**src/rtl/mcrv_pkg.sv**
```systemverilog
// Shared types and constants for the multi-cycle RV32I-subset core:
// FSM states, opcode/funct constants, ALU control and immediate formats.
package mcrv_pkg;

    typedef enum logic [3:0] {
        S_FETCH,
        S_DECODE,
        S_MEMADR,
        S_MEMREAD,
        S_MEMWB,
        S_MEMWRITE,
        S_EXEC_R,
        S_EXEC_I,
        S_ALUWB,
        S_BRANCH,
        S_JAL,
        S_TRAP
    } state_t;

    localparam logic [6:0] OP_LW     = 7'b0000011;
    localparam logic [6:0] OP_SW     = 7'b0100011;
    localparam logic [6:0] OP_RTYPE  = 7'b0110011;
    localparam logic [6:0] OP_ITYPE  = 7'b0010011;
    localparam logic [6:0] OP_BRANCH = 7'b1100011;
    localparam logic [6:0] OP_JAL    = 7'b1101111;

    localparam logic [2:0] F3_ADD  = 3'b000;
    localparam logic [2:0] F3_SLT  = 3'b010;
    localparam logic [2:0] F3_OR   = 3'b110;
    localparam logic [2:0] F3_AND  = 3'b111;
    localparam logic [2:0] F3_WORD = 3'b010;
    localparam logic [2:0] F3_BEQ  = 3'b000;
    localparam logic [2:0] F3_BNE  = 3'b001;

    localparam logic [6:0] F7_BASE = 7'b0000000;
    localparam logic [6:0] F7_SUB  = 7'b0100000;

    typedef enum logic [2:0] {
        ALU_ADD,
        ALU_SUB,
        ALU_AND,
        ALU_OR,
        ALU_SLT
    } alu_ctrl_t;

    typedef enum logic [1:0] {
        IMM_I,
        IMM_S,
        IMM_B,
        IMM_J
    } imm_fmt_t;

    function automatic alu_ctrl_t alu_from_f3(input logic [2:0] f3, input logic sub);
        case (f3)
            F3_ADD:  return sub ? ALU_SUB : ALU_ADD;
            F3_SLT:  return ALU_SLT;
            F3_OR:   return ALU_OR;
            F3_AND:  return ALU_AND;
            default: return ALU_ADD;
        endcase
    endfunction

endpackage

```
**src/rtl/mcrv_regfile.sv**
```systemverilog
// Architectural register file: two asynchronous read ports, one synchronous
// write port, register 0 reads as zero and discards writes.
module mcrv_regfile #(
    parameter int unsigned WIDTH     = 32,
    parameter int unsigned REG_COUNT = 32,
    parameter int unsigned AW        = $clog2(REG_COUNT)
) (
    input  logic             clk,
    input  logic [AW-1:0]    ra1,
    input  logic [AW-1:0]    ra2,
    output logic [WIDTH-1:0] rd1,
    output logic [WIDTH-1:0] rd2,
    input  logic             we,
    input  logic [AW-1:0]    wa,
    input  logic [WIDTH-1:0] wd
);

    logic [WIDTH-1:0] regs [REG_COUNT];

    always_ff @(posedge clk) begin
        if (we && (wa != '0)) begin
            regs[wa] <= wd;
        end
    end

    assign rd1 = (ra1 == '0) ? '0 : regs[ra1];
    assign rd2 = (ra2 == '0) ? '0 : regs[ra2];

endmodule

```
**src/rtl/multi_cycle_riscv.sv**
```systemverilog
// Multi-cycle RV32I-subset core sharing one ALU and one memory port.
// Define MCRV_ILLEGAL_TRAP_EN to halt on illegal instructions instead of skipping them.
//
// state      | meaning
// FETCH      | request instruction at PC, PC <= PC+4 on ready
// DECODE     | latch A/B, precompute branch target into ALUOut
// MEMADR     | ALUOut <= A + immI/immS
// MEMREAD    | load request at ALUOut, MDR <= rdata on ready
// MEMWB      | rd <= MDR
// MEMWRITE   | store request of B at ALUOut
// EXEC_R     | ALUOut <= A op B
// EXEC_I     | ALUOut <= A op immI
// ALUWB      | rd <= ALUOut
// BRANCH     | A-B compare, PC <= ALUOut when taken
// JAL        | rd <= PC, PC <= OldPC + immJ
// TRAP       | illegal instruction (halt or skip)
module multi_cycle_riscv
    import mcrv_pkg::*;
#(
    parameter int unsigned      WIDTH     = 32,
    parameter logic [WIDTH-1:0] RESET_PC  = '0,
    parameter int unsigned      REG_COUNT = 32
) (
    input  logic             clk,
    input  logic             rst,
    output logic             mem_req,
    output logic             mem_we,
    output logic [WIDTH-1:0] mem_addr,
    output logic [WIDTH-1:0] mem_wdata,
    input  logic [WIDTH-1:0] mem_rdata,
    input  logic             mem_ready,
    output logic [WIDTH-1:0] pc_out,
    output logic [WIDTH-1:0] alu_result,
    output logic             halted
);

    localparam int unsigned      AW   = $clog2(REG_COUNT);
    localparam logic [WIDTH-1:0] FOUR = WIDTH'(4);

    state_t           state, state_nx;
    logic [WIDTH-1:0] pc, old_pc, mdr, a, b, alu_out;
    logic [31:0]      ir;

    logic [6:0]       opcode, funct7;
    logic [2:0]       funct3;
    logic [WIDTH-1:0] rs1_data, rs2_data;

    logic             legal;
    alu_ctrl_t        exec_op;
    imm_fmt_t         imm_fmt;
    logic [31:0]      imm_sel;
    logic [WIDTH-1:0] imm_w;

    logic [WIDTH-1:0] alu_a, alu_b, alu_y;
    alu_ctrl_t        alu_op;
    logic             alu_zero, br_taken;

    logic             req, we, rf_we;
    logic [WIDTH-1:0] addr, rf_wd;

    assign opcode = ir[6:0];
    assign funct3 = ir[14:12];
    assign funct7 = ir[31:25];

    mcrv_regfile #(
        .WIDTH     (WIDTH),
        .REG_COUNT (REG_COUNT),
        .AW        (AW)
    ) u_regfile (
        .clk (clk),
        .ra1 (ir[15 +: AW]),
        .ra2 (ir[20 +: AW]),
        .rd1 (rs1_data),
        .rd2 (rs2_data),
        .we  (rf_we),
        .wa  (ir[7 +: AW]),
        .wd  (rf_wd)
    );

    // funct7[5] only selects sub for R-type; in I-type it is immediate bit 10
    always_comb begin
        legal   = 1'b0;
        exec_op = alu_from_f3(funct3, (opcode == OP_RTYPE) && funct7[5]);
        case (opcode)
            OP_LW, OP_SW: legal = (funct3 == F3_WORD);
            OP_RTYPE: begin
                case (funct3)
                    F3_ADD:                legal = (funct7 == F7_BASE) || (funct7 == F7_SUB);
                    F3_SLT, F3_OR, F3_AND: legal = (funct7 == F7_BASE);
                    default:               legal = 1'b0;
                endcase
            end
            OP_ITYPE:  legal = (funct3 == F3_ADD) || (funct3 == F3_SLT) ||
                               (funct3 == F3_OR)  || (funct3 == F3_AND);
            OP_BRANCH: legal = (funct3 == F3_BEQ) || (funct3 == F3_BNE);
            OP_JAL:    legal = 1'b1;
            default:   legal = 1'b0;
        endcase
    end

    always_comb begin
        imm_fmt = IMM_I;
        case (state)
            S_DECODE: imm_fmt = IMM_B;
            S_MEMADR: imm_fmt = (opcode == OP_SW) ? IMM_S : IMM_I;
            S_JAL:    imm_fmt = IMM_J;
            default:  imm_fmt = IMM_I;
        endcase
    end

    always_comb begin
        imm_sel = '0;
        case (imm_fmt)
            IMM_I:   imm_sel = {{20{ir[31]}}, ir[31:20]};
            IMM_S:   imm_sel = {{20{ir[31]}}, ir[31:25], ir[11:7]};
            IMM_B:   imm_sel = {{19{ir[31]}}, ir[31], ir[7], ir[30:25], ir[11:8], 1'b0};
            IMM_J:   imm_sel = {{11{ir[31]}}, ir[31], ir[19:12], ir[20], ir[30:21], 1'b0};
            default: imm_sel = '0;
        endcase
    end

    assign imm_w = WIDTH'($signed(imm_sel));

    always_comb begin
        alu_y = '0;
        case (alu_op)
            ALU_ADD: alu_y = alu_a + alu_b;
            ALU_SUB: alu_y = alu_a - alu_b;
            ALU_AND: alu_y = alu_a & alu_b;
            ALU_OR:  alu_y = alu_a | alu_b;
            ALU_SLT: alu_y = {{(WIDTH-1){1'b0}}, ($signed(alu_a) < $signed(alu_b))};
            default: alu_y = alu_a + alu_b;
        endcase
    end

    assign alu_zero = (alu_y == '0);
    assign br_taken = (funct3 == F3_BNE) ? !alu_zero : alu_zero;

    always_comb begin
        state_nx = state;
        alu_a    = a;
        alu_b    = b;
        alu_op   = ALU_ADD;
        req      = 1'b0;
        we       = 1'b0;
        addr     = alu_out;
        rf_we    = 1'b0;
        rf_wd    = alu_out;
        case (state)
            S_FETCH: begin
                req   = 1'b1;
                addr  = pc;
                alu_a = pc;
                alu_b = FOUR;
                if (mem_ready) state_nx = S_DECODE;
            end
            S_DECODE: begin
                alu_a = old_pc;
                alu_b = imm_w;
                if (!legal) begin
                    state_nx = S_TRAP;
                end else begin
                    case (opcode)
                        OP_LW, OP_SW: state_nx = S_MEMADR;
                        OP_RTYPE:     state_nx = S_EXEC_R;
                        OP_ITYPE:     state_nx = S_EXEC_I;
                        OP_BRANCH:    state_nx = S_BRANCH;
                        OP_JAL:       state_nx = S_JAL;
                        default:      state_nx = S_TRAP;
                    endcase
                end
            end
            S_MEMADR: begin
                alu_b    = imm_w;
                state_nx = (opcode == OP_SW) ? S_MEMWRITE : S_MEMREAD;
            end
            S_MEMREAD: begin
                req = 1'b1;
                if (mem_ready) state_nx = S_MEMWB;
            end
            S_MEMWB: begin
                rf_we    = 1'b1;
                rf_wd    = mdr;
                state_nx = S_FETCH;
            end
            S_MEMWRITE: begin
                req = 1'b1;
                we  = 1'b1;
                if (mem_ready) state_nx = S_FETCH;
            end
            S_EXEC_R: begin
                alu_op   = exec_op;
                state_nx = S_ALUWB;
            end
            S_EXEC_I: begin
                alu_b    = imm_w;
                alu_op   = exec_op;
                state_nx = S_ALUWB;
            end
            S_ALUWB: begin
                rf_we    = 1'b1;
                state_nx = S_FETCH;
            end
            S_BRANCH: begin
                alu_op   = ALU_SUB;
                state_nx = S_FETCH;
            end
            S_JAL: begin
                alu_a    = old_pc;
                alu_b    = imm_w;
                rf_we    = 1'b1;
                rf_wd    = pc;
                state_nx = S_FETCH;
            end
`ifdef MCRV_ILLEGAL_TRAP_EN
            S_TRAP:  state_nx = S_TRAP;
`else
            S_TRAP:  state_nx = S_FETCH;
`endif
            default: state_nx = S_FETCH;
        endcase
    end

    always_ff @(posedge clk or posedge rst) begin
        if (rst) begin
            state <= S_FETCH;
        end else begin
            state <= state_nx;
        end
    end

    always_ff @(posedge clk or posedge rst) begin
        if (rst) begin
            pc      <= RESET_PC;
            old_pc  <= '0;
            ir      <= '0;
            mdr     <= '0;
            a       <= '0;
            b       <= '0;
            alu_out <= '0;
        end else begin
            case (state)
                S_FETCH: begin
                    if (mem_ready) begin
                        ir     <= 32'(mem_rdata);
                        old_pc <= pc;
                        pc     <= alu_y;
                    end
                end
                S_DECODE: begin
                    a       <= rs1_data;
                    b       <= rs2_data;
                    alu_out <= alu_y;
                end
                S_MEMADR, S_EXEC_R, S_EXEC_I: alu_out <= alu_y;
                S_MEMREAD: begin
                    if (mem_ready) mdr <= mem_rdata;
                end
                S_BRANCH: begin
                    if (br_taken) pc <= alu_out;
                end
                S_JAL:   pc <= alu_y;
                default: ;
            endcase
        end
    end

    // Gate with rst so the bus is idle while reset is held, even though state sits in FETCH
    assign mem_req    = req & ~rst;
    assign mem_we     = we & ~rst;
    assign mem_addr   = {addr[WIDTH-1:2], 2'b00};
    assign mem_wdata  = b;
    assign pc_out     = pc;
    assign alu_result = alu_out;

`ifdef MCRV_ILLEGAL_TRAP_EN
    assign halted = (state == S_TRAP);
`else
    assign halted = 1'b0;
`endif

endmodule

```
**config.mk**
```make
export PLATFORM = sky130hd
export DESIGN_NAME = multi_cycle_riscv
export DESIGN_NICKNAME = d
export VERILOG_FILES = /design/src/rtl/mcrv_pkg.sv /design/src/rtl/mcrv_regfile.sv /design/src/rtl/multi_cycle_riscv.sv
export SDC_FILE = /design/constraint.sdc
export NUM_CORES = 2
export LEC_CHECK = 0
export CAP_MARGIN = 20
export CORE_ASPECT_RATIO = 1.75
export CORE_MARGIN = 5
export CORE_UTILIZATION = 35
export DETAILED_ROUTE_END_ITERATION = 12
export DONT_BUFFER_PORTS = 1
export PLACE_DENSITY = 0.58
export SKIP_LAST_GASP = 1
export SLEW_MARGIN = 40
export SYNTH_ARGS = -nofsm -noshare
export SYNTH_HDL_FRONTEND = slang
export SYNTH_SLANG_ARGS = --single-unit
```
**constraint.sdc**
```tcl
create_clock -name clk -period 14.4 [get_ports clk]
set_input_delay 0.72 -clock clk [delete_from_list [all_inputs] [get_ports clk]]
set_output_delay 0.72 -clock clk [all_outputs]
set_load 0.005 [all_outputs]
```
==> run_results.csv <==
group,metric,value,unit
global_routing,grt_use_met1,26.26,%
finish,nets,4188,
floorplanning,die_h,571.2,um
global_routing,grt_start_max_net_pins,129,
yosys,synth_top_cells_by_area,"edfxtp_1, mux4_2, dfrtp_1",
drt,wl,231200,um
yosys,synth_compound_area_share,9.185,%
global_routing,grt_pass1_wl,320300,um
placement,routabilityCongestion,0.9778,
yosys,ys_dominant_reg_cell,"edfxtp_1",
critical_path,worstReg2RegEnd,"pc_out[3]$_DFFE_PP0P_",
floorplanning,rows,206,
finish,multi_input_area,0.02541,mm2
critical_path,crit_type,"flop to flop",
critical_path,cpMostUsedCell,"buf_4",
timing,hold_violations,0,
clock_network,ctsResizeCount,0,
placement,dpl_cell_area,0.06627,mm2
yosys,syn-cell-area,0.06299,mm2
finish,final_area,0.06994,mm2
clock_network,root_buffer,"clkbuf_16",
global_routing,track_usage,23.92,%
clock_network,htreeDepth,3,
drt,viasPerCell,6.249,
yosys,yosysUniqueCellTypes,95,
critical_path,timing.rr.start,"state[1]$_DFFE_PP0P_",
timing,min_period,9229,ps
placement,pre_cts_slack,5474,ps
clock_network,postCtsSetupBuffers,0,
critical_path,reg2reg_depth,26,
finish,drive_gt1_share,24.97,%
critical_path,crit_start,"state[1]$_DFFE_PP0P_",
critical_path,r2r_slack,5170,ps
clock_network,worstSkewPairLatency,730,ps
critical_path,critPathArrivalTime,9830,ps
yosys,ys_warn_count,0,
timing,setup_slack,5171,ps
yosys,yosys.area_share.adder,1.971,%
finish,fillerInstances,16562,
job,max_cap_violations,0,
timing,fmax,108.4,MHz
yosys,synth_edf_count,1024,
global_routing,gr-max-usage-layer,"met2",
floorplanning,core_area,0.1797,mm2
placement,io_buffers,0,
drt,ant_nets,0,
critical_path,crit_path_end,"pc_out[3]$_DFFE_PP0P_",
global_routing,use_met2,41.01,%
timing,report.final.slew_viol_count,0,
critical_path,slowest_stage,"nor4_2",
timing,tns,0,ps
drt,dr.first_iter.drc_count,4316,
finish,area_growth,11.04,%
yosys,syn_avg_cell_area,15.29,um2
critical_path,start_kind,"flop",
yosys,postSynthCellCount,4120,
yosys,ys_seq_area_share,57.88,%
placement,dpl.hpwl,144800,um
drt,first_pass_iters,6,
worst_hold_path,hp-class,"input pin to flop",
yosys,ys_ff_latch,1252,
yosys,yosysTopAreaCellShare,48.82,%
timing,tightest_slew,905.3,ps
yosys,yosys.area_share.simple,5.073,%
drt,vias,40987,
yosys,synthMuxAreaShare,22.84,%
timing,min_period_over_period,64.09,%
timing,rsz0062_at_grt,"false",
clock_network,cts_made_buffers,105,
timing,setup_viol,0,
critical_path,max_stage_delay,700,ps
global_routing,grt_pass1_vias,41668,
floorplanning,dieArea,0.1889,mm2
finish,regArea,0.03649,mm2
global_routing,antenna_found_initial,20,
yosys,synthArstFlopShare,18.21,%
global_routing,grtUsageMet3,5.656,%
critical_path,worstSetupEndpointType,"flop",
yosys,synth_xor_area_share,0.3754,%
timing,skew,44.73,ps
drt,wl_per_cell,35.24,um
clock_network,ctsHoldBuffers,1,
clock_network,path_clk_slew,70,ps
global_routing,grt_overflow,0,
yosys,synth_top_family_by_area,"multiplexers",
clock_network,numClockSinks,1252,
critical_path,path_max_fanout,46,
clock_network,cts_buffer_depth,3,
timing,slew_headroom,39.64,%
drt,drc,0,
floorplanning,die_w,330.7,um
status,run_status,"complete, no violations",
critical_path,crit_required,15000,ps
floorplanning,start_util,35.06,%
floorplanning,ios,166,
clock_network,cts_tree,"yes",
yosys,netlist.top_cell.by_area,"edfxtp_1",
==> per-layer routing <==
layer  vias to the layer above  wire (um)  share of wire (%)
met5                         -        106              0.046
met4                        14      18340                7.9
met3                       649      20060                8.7
met2                      2166     115500                 50
met1                     21674      77200                 33
li1                      16484          -                  -
==> cells by family (layout without fill, tap and decap cells) <==
group / after synthesis / after routing
compound gates: 812 / 812
xor+xnor: 27 / 27
fa+ha+maj: 98 / 98
buf+inv: 429 / 420
flops: 1252 / 1252
mux: 803 / 803
other cells: 1 / 57
simple gates: 698 / 698
==> worst min path at each step <==
stage,from,endpoint,slack (ps),depth (start not counted)
2_1_floorplan,old_pc[10]$_DFFE_PP0P_,old_pc[10]$_DFFE_PP0P_,450,2
3_3_place_gp,old_pc[12]$_DFFE_PP0P_,old_pc[12]$_DFFE_PP0P_,470,2
3_5_place_dp,old_pc[9]$_DFFE_PP0P_,old_pc[9]$_DFFE_PP0P_,480,2
4_1_cts,mem_rdata[7],mdr[7]$_DFFE_PP0P_,80,1
5_1_grt,mem_rdata[17],ir[17]$_DFFE_PP0P_,110,1
6_report,mem_rdata[24],ir[24]$_DFFE_PP0P_,130,1
==> flip-flops by register name, indices dropped and copies added (netlist names) <==
name / count
a: 32
alu_result: 32
ir: 32
mdr: 32
mem_wdata: 32
old_pc: 32
pc_out: 32
state: 4
u_regfile.regs: 1024
==> critical path: cells and delay by family, from the launching register on <==
kind / cells / cell delay [ps]
and+or+nand+nor: 9 / 2820
AOI/OAI and AO/OA: 7 / 2500
adders and majority gates: 2 / 650
DFF: 1 / 690
buffers and inverters: 7 / 2100
muxes: 1 / 230
==> layout by cell type (no fill, tap or decap), types with 24 or more instances in the layout <==
| cell type | instances |
|---|---|
| a211oi_1 | 31 |
| a21o_1 | 46 |
| a21oi_1 | 139 |
| a221o_1 | 36 |
| a221oi_1 | 50 |
| a22o_1 | 40 |
| a22oi_1 | 38 |
| and2_1 | 31 |
| buf_4 | 88 |
| clkbuf_16 | 109 |
| clkinv_1 | 25 |
| conb_1 | 35 |
| dfrtp_1 | 217 |
| edfxtp_1 | 1024 |
| ha_1 | 96 |
| inv_1 | 111 |
| mux2_2 | 145 |
| mux2i_1 | 165 |
| mux4_2 | 492 |
| nand2_1 | 284 |
| nand2_2 | 35 |
| nand2b_1 | 32 |
| nand3_1 | 24 |
| nor2_1 | 112 |
| nor2_4 | 32 |
| nor3_1 | 31 |
| o211ai_1 | 41 |
| o21ai_0 | 154 |
| o221ai_1 | 43 |
| o22ai_1 | 55 |
==> through the flow <==
stage / utilization [%] / hold slack [ps] / std cells
after floorplan: - / 450.3 / 4154
after global placement: 36.75 / 473.3 / 6332
after detailed placement: 36.89 / 477.1 / 6337
after CTS: 38.86 / 81.64 / 6535
after global routing: 38.92 / 112.2 / 6553
final: 38.93 / 131.5 / 6559
==> layout make-up <==
type                    instances  share of cell area, %
clock buffers                 134                  4.176
clock inverters                63                 0.8766
flip-flops and latches       1252                  52.18
well taps                    2392                  4.279
repair buffers                111                  1.465
diodes                         22                0.07872
multi-input cells            2473                  36.33
inverters                     112                 0.6190
==> cell usage after synthesis, types with 6 or more instances <==
cell and instances:
o31ai_1 14, or2_2 11, o31a_1 6, xor2_1 9, a21o_1 46, nand3b_1 6, a31oi_1 10, nand3_1 24
xnor2_1 18, a21oi_1 139, nor2b_1 25, o22ai_1 55, clkbuf_1 208, and2_1 31, nand4_1 15, a22oi_1 38
mux4_2 492, nor3_1 35, nor4_1 16, o211ai_1 41, dfrtp_1 228, nand2_1 320, o221a_1 22, o21ai_0 156
buf_1 75, a221o_1 36, nand2b_1 33, mux2_2 145, o211a_1 8, ha_1 96, edfxtp_1 1024, nor2_1 147
or3_1 11, o21a_1 11, mux2i_1 165, a211oi_1 32, buf_2 27, inv_1 112, o221ai_1 43, a22o_1 40
a221oi_1 50
Power is not shown: default switching activity piles up to over one toggle a cycle in this logic, so the estimate is an artifact.
